$ cat config.mk
export PLATFORM = sky130hd
export DESIGN_NAME = fact_bcd_conv
export DESIGN_NICKNAME = d
export VERILOG_FILES = /design/src/rtl/fact_bcd_conv.sv
export SDC_FILE = /design/constraint.sdc
export NUM_CORES = 1
export LEC_CHECK = 0
export BUFFER_PORTS_ARGS = -buffer_cell sky130_fd_sc_hd__buf_2
export CELL_PAD_IN_SITES_DETAIL_PLACEMENT = 1
export CELL_PAD_IN_SITES_GLOBAL_PLACEMENT = 2
export CORE_ASPECT_RATIO = 0.9
export CORE_MARGIN = 5
export CORE_UTILIZATION = 32
export DETAILED_ROUTE_END_ITERATION = 7
export PLACE_DENSITY_LB_ADDON = 0.1
export SYNTH_ARGS = -nofsm -noshare
export SYNTH_HDL_FRONTEND = slang
export SYNTH_SLANG_ARGS = --single-unit
$ cat constraint.sdc
create_clock -name clk -period 1.85 [get_ports clk]
set_input_delay 0.185 -clock clk [delete_from_list [all_inputs] [get_ports clk]]
set_output_delay 0.185 -clock clk [all_outputs]
set_load 0.02 [all_outputs]
$ cat src/rtl/fact_bcd_conv.sv
// fact_bcd_conv: converts a binary factorial result to packed BCD.
// The conversion is shift-and-add-3 (double-dabble) and handles one bit per clock.
// There is a valid/ready handshake on both the input and output sides.
//
// state | meaning
// IDLE  | in_ready high, waiting to accept in_data
// SHIFT | one double-dabble iteration per edge, WIDTH edges in total
// DONE  | out_valid high, result held until out_ready
module fact_bcd_conv #(
    parameter int WIDTH  = 32,
    parameter int DIGITS = 10
) (
    input  logic                  clk,
    input  logic                  reset,
    input  logic                  in_valid,
    output logic                  in_ready,
    input  logic [WIDTH-1:0]      in_data,
    output logic                  out_valid,
    input  logic                  out_ready,
    output logic [4*DIGITS-1:0]   out_bcd,
    output logic [3:0]            out_digits
);

    localparam int CNT_W = $clog2(WIDTH + 1);

    typedef enum logic [1:0] {
        S_IDLE,
        S_SHIFT,
        S_DONE
    } state_t;

    state_t                r_state;
    logic [WIDTH-1:0]      r_bin;
    logic [4*DIGITS-1:0]   r_bcd_work;
    logic [4*DIGITS-1:0]   r_out_bcd;
    logic [CNT_W-1:0]      r_cnt;
    logic                  r_in_ready;
    logic                  r_out_valid;

    logic [4*DIGITS-1:0]   w_adj;
    logic [4*DIGITS-1:0]   w_bcd_next;
    logic [WIDTH-1:0]      w_bin_next;
    logic [3:0]            w_digits;

    // Add 3 to every BCD digit that is >= 5 before the shift.
    // A digit is never above 9 here, so the 4-bit sum cannot carry out.
    always_comb begin
        w_adj = r_bcd_work;
        for (int i = 0; i < DIGITS; i++) begin
            if (r_bcd_work[4*i +: 4] >= 4'd5)
                w_adj[4*i +: 4] = r_bcd_work[4*i +: 4] + 4'd3;
        end
    end

    assign w_bcd_next = {w_adj[4*DIGITS-2:0], r_bin[WIDTH-1]};
    assign w_bin_next = {r_bin[WIDTH-2:0], 1'b0};

    // The significant-digit count is the position of the highest nonzero digit plus one.
    // A result of zero still reports one digit.
    always_comb begin
        w_digits = 4'd1;
        for (int i = 0; i < DIGITS; i++) begin
            if (r_out_bcd[4*i +: 4] != 4'd0)
                w_digits = 4'(i + 1);
        end
    end

    // Conversion FSM with registered handshake outputs.
    // Reset discards any conversion in progress.
    always_ff @(posedge clk) begin
        if (!reset) begin
            r_state     <= S_IDLE;
            r_bin       <= '0;
            r_bcd_work  <= '0;
            r_out_bcd   <= '0;
            r_cnt       <= '0;
            r_in_ready  <= 1'b0;
            r_out_valid <= 1'b0;
        end else begin
            case (r_state)
                S_IDLE: begin
                    r_in_ready <= 1'b1;
                    if (in_valid && r_in_ready) begin
                        r_bin      <= in_data;
                        r_bcd_work <= '0;
                        r_cnt      <= CNT_W'(WIDTH);
                        r_in_ready <= 1'b0;
                        r_state    <= S_SHIFT;
                    end
                end
                S_SHIFT: begin
                    r_bcd_work <= w_bcd_next;
                    r_bin      <= w_bin_next;
                    r_cnt      <= r_cnt - CNT_W'(1);
                    if (r_cnt == CNT_W'(1)) begin
                        r_out_bcd   <= w_bcd_next;
                        r_out_valid <= 1'b1;
                        r_state     <= S_DONE;
                    end
                end
                S_DONE: begin
                    if (out_ready) begin
                        r_out_valid <= 1'b0;
                        r_in_ready  <= 1'b1;
                        r_state     <= S_IDLE;
                    end
                end
                default: begin
                    r_state <= S_IDLE;
                end
            endcase
        end
    end

    assign in_ready   = r_in_ready;
    assign out_valid  = r_out_valid;
    assign out_bcd    = r_out_bcd;
    assign out_digits = w_digits;

endmodule

==> impl_metrics.ini <==
[run_status]
run_status = finished, violations left
violations = setup timing

[cells_and_area]
insertedDiodeCount = 0
final_core_util = 0.423
design_area_um2 = 7090
layout_cells_sized_above_1 = 0.246
flow.area_growth_from_synthesis_pct = 30.8
num-nets-final = 800

[yosys]
post-synth-top-area-fraction = 0.450
sequential_area_share_after_synthesis = 0.450
synth.most_common_cell = sky130_fd_sc_hd__dfxtp_1
mappedNetlistNets = 690
mappedNetlistArea_um2 = 5420
synth.largest_area_cell = sky130_fd_sc_hd__dfxtp_1
synth-edff-count = 0
ys_dominant_reg_cell = sky130_fd_sc_hd__dfxtp_1
synth.lib_cells_used.distinct = 39
number_of_storage_elements_in_the_synthesis_netlist = 122
syn-instance-count = 632
synth_area_per_cell_um2 = 8.58
synthArstFlopShare = 0
synth_area_leaders = sky130_fd_sc_hd__dfxtp_1 (45%), sky130_fd_sc_hd__nor2_1 (5.5%), sky130_fd_sc_hd__ha_1 (5.1%)
yosys-top-cells-count = sky130_fd_sc_hd__dfxtp_1 (122), sky130_fd_sc_hd__nor2_1 (79), sky130_fd_sc_hd__nand2_1 (55), sky130_fd_sc_hd__o21ai_0 (52), sky130_fd_sc_hd__a21oi_1 (47)
synth.yosys.warnings = 0

[worst_hold_path]
whs_path_depth = 3
min-delay-path-class = in2reg
timing.hold.worst.start = in_data[14]
whs_endpoint = r_bin[14]$_SDFFE_PN0P_

[timing]
post-route-period-util = 1.13
setup_total_negative_slack_ns = -0.440
setup-violations-final = 3
skew_ns = 0.0101
hold_slack_ns = 0.0161
report.final.hold_viol_count = 0
worst_slew_pin_slew_ns = 0.452
fmax_mhz = 480
relSlewSlack = 0.699
rsz0062_at_grt = true
slew_violations = 0
setup_ws_ns = -0.232
post_layout_minimum_cycle_time_ns = 2.08

[setup_path]
crit_slowest_cell = sky130_fd_sc_hd__or4_4
startpoint_type = flop
cpPeakStageDelay_ns = 0.56
critPathRequiredTime_ns = 1.66
r2r_setup_slack_ns = 0.09
worstPathMaxFanout = 2
worstReg2RegStart = r_cnt[2]$_SDFFE_PN0P_
worstReg2RegEnd = out_bcd[4]$_SDFFE_PN0P_
worstPathBufferInverterCount = 1
critical_path.cell_chain = or4_4 > a211oi_2 > o21ai_1 > a21boi_1 > buf_4
reg2reg_depth = 6
cp-end-kind = output port
arrival_ns = 1.90
critical-path-top-delay-family = simple AND/OR/NAND/NOR gates
criticalPathCategory = reg2out

[placement]
dpl.hpwl_um = 11500
dpl_cell_area_um2 = 6260
place_congestion = 0.768
quantity_of_i_o_buffers_inserted_on_ports = 81

[global_routing]
grt_antenna_before_repair = 0
via_count_of_the_first_global_routing_pass = 5375
largest_net_degree_at_the_start_of_global_routing = 38
grt_first_pass_wirelength_um = 27200
gr-total-overflow = 0
grt.total_usage = 0.172

[detailed_routing]
drc_errors = 0
routed_vias = 5076
wl_per_cell_um = 17.4
route.detailed.vias_per_inst = 5.25
firstDrtPassIters = 7
final_ant_viol_nets = 0
dr.first_iter.drc_count = 253
detail_route.wirelength_um = 16800

[power_and_ir_drop]
cellPowerDensity_nw_per_um2 = 969
power_leakage_nw = 2.71
worst_ir_drop_vdd_v = 0.000673

[clocking]
tritoncts.num_buffers = 17
cts_tree = built
h-tree-depth = 4
clkSlewWorstSetupHoldPaths_ns = 0.06
cts_num_sinks = 122
ctsRootBufferMaster = sky130_fd_sc_hd__clkbuf_16
cts_max_path_buffers = 2
clk_latency_ns = 0.42

[floorplanning]
coreArea_um2 = 16800
die_area_um2 = 19600
floorplan.initialDensity = 0.323
height_of_the_chip_um = 133
fp.dieW_um = 147
pin_count = 82
fp-row-count = 45

[run]
cap_viol_max_count = 0
worst min-delay path: cells and delay by family:
family / cells / cell delay (ns)
buf+inv: 1 / 0.08
simple gates: 1 / 0.08
compound gates: 1 / 0.06
kinds of logic (layout without fill, tap and decap cells):
group           count (synthesis)  after routing  synth area share
xor+xnor                       11             11            0.0178
mux                            12             12            0.0247
flops                         122            122             0.450
buf+inv                        65            188            0.0475
simple gates                  220            220             0.196
compound gates                180            180             0.212
fa+ha+maj                      22             22            0.0508
flip-flops by register name (all words and copies together) (netlist names):
register,cells
r_bin,32
r_state,2
r_cnt,6
in_ready,1
r_bcd_work,40
out_bcd,40
out_valid,1
timing repair:
item | 4_1_cts | 5_1_grt
gates resized for setup | 12 | 14
hold buffers | 6 | 1
gates cloned | 0 | 1
hold endpoints to repair | 6 | 1
setup endpoints to repair | 8 | 31
setup buffers | 0 | 3
pin swaps | 1 | 2
how the worst max path moves through the flow:
stage	from	to	slack [ns]	depth (start not counted)
after floorplan	out_bcd[12]$_SDFFE_PN0P_	out_digits[1]	0.06	4
after CTS	out_bcd[4]$_SDFFE_PN0P_	out_digits[0]	-0.26	5
after detailed placement	r_cnt[2]$_SDFFE_PN0P_	out_bcd[39]$_SDFFE_PN0P_	0.01	5
after global placement	out_bcd[4]$_SDFFE_PN0P_	out_digits[0]	0.09	5
final	out_bcd[4]$_SDFFE_PN0P_	out_digits[0]	-0.23	5
after global routing	out_bcd[4]$_SDFFE_PN0P_	out_digits[0]	-0.33	5
layer usage:
layer | vias to the layer above | track usage | share of wire
li1 | 2501 | - | -
met1 | 2475 | 0.212 | 0.47
met2 | 88 | 0.295 | 0.49
met3 | 12 | 0.0490 | 0.037
met4 | 0 | 0.0471 | 0.0086
met5 | - | 0 | 0
cells in the final DEF (no fill, tap or decap), drive strengths merged, types with 2 or more instances in the layout:
cell	n
a211oi	21
a21oi	47
a222oi	24
a22oi	2
and2	10
buf	122
bufinv	3
clkbuf	22
clkinv	4
clkinvlp	4
dfxtp	122
dlygate4sd3	7
ha	22
inv	26
mux2	11
nand2	55
nand2b	13
nand3	12
nor2	79
nor3	14
nor3b	19
nor4	8
o21a	2
o21ai	52
o221ai	7
o22ai	20
or2	2
or4	5
xnor2	11
per-stage QoR:
step | instances | setup slack, ns | power (W)
CTS | 961 | -0.261 | 0.00696
detailed placement | 923 | 0.0147 | 0.00346
global route | 966 | -0.335 | 0.00717
finish | 966 | -0.232 | 0.00687
global placement | 923 | 0.0927 | 0.00343
floorplan | 632 | 0.0635 | 0.00319
power by group:
group	internal [W]	switching (W)
clock network	0.00222	0.00123
registers	0.00271	0.0000634
logic	0.000266	0.000387
layout make-up:
type / count / area, µm²
Fill cell: 1974 / 9690
Multi-Input combinational cell: 445 / 2790
Sequential cell: 122 / 2440
Timing Repair Buffer: 130 / 883
Clock buffer: 21 / 470
Tap cell: 211 / 264
Clock inverter: 11 / 144
Inverter: 26 / 97.6
Power figures use the tool's default switching activity.
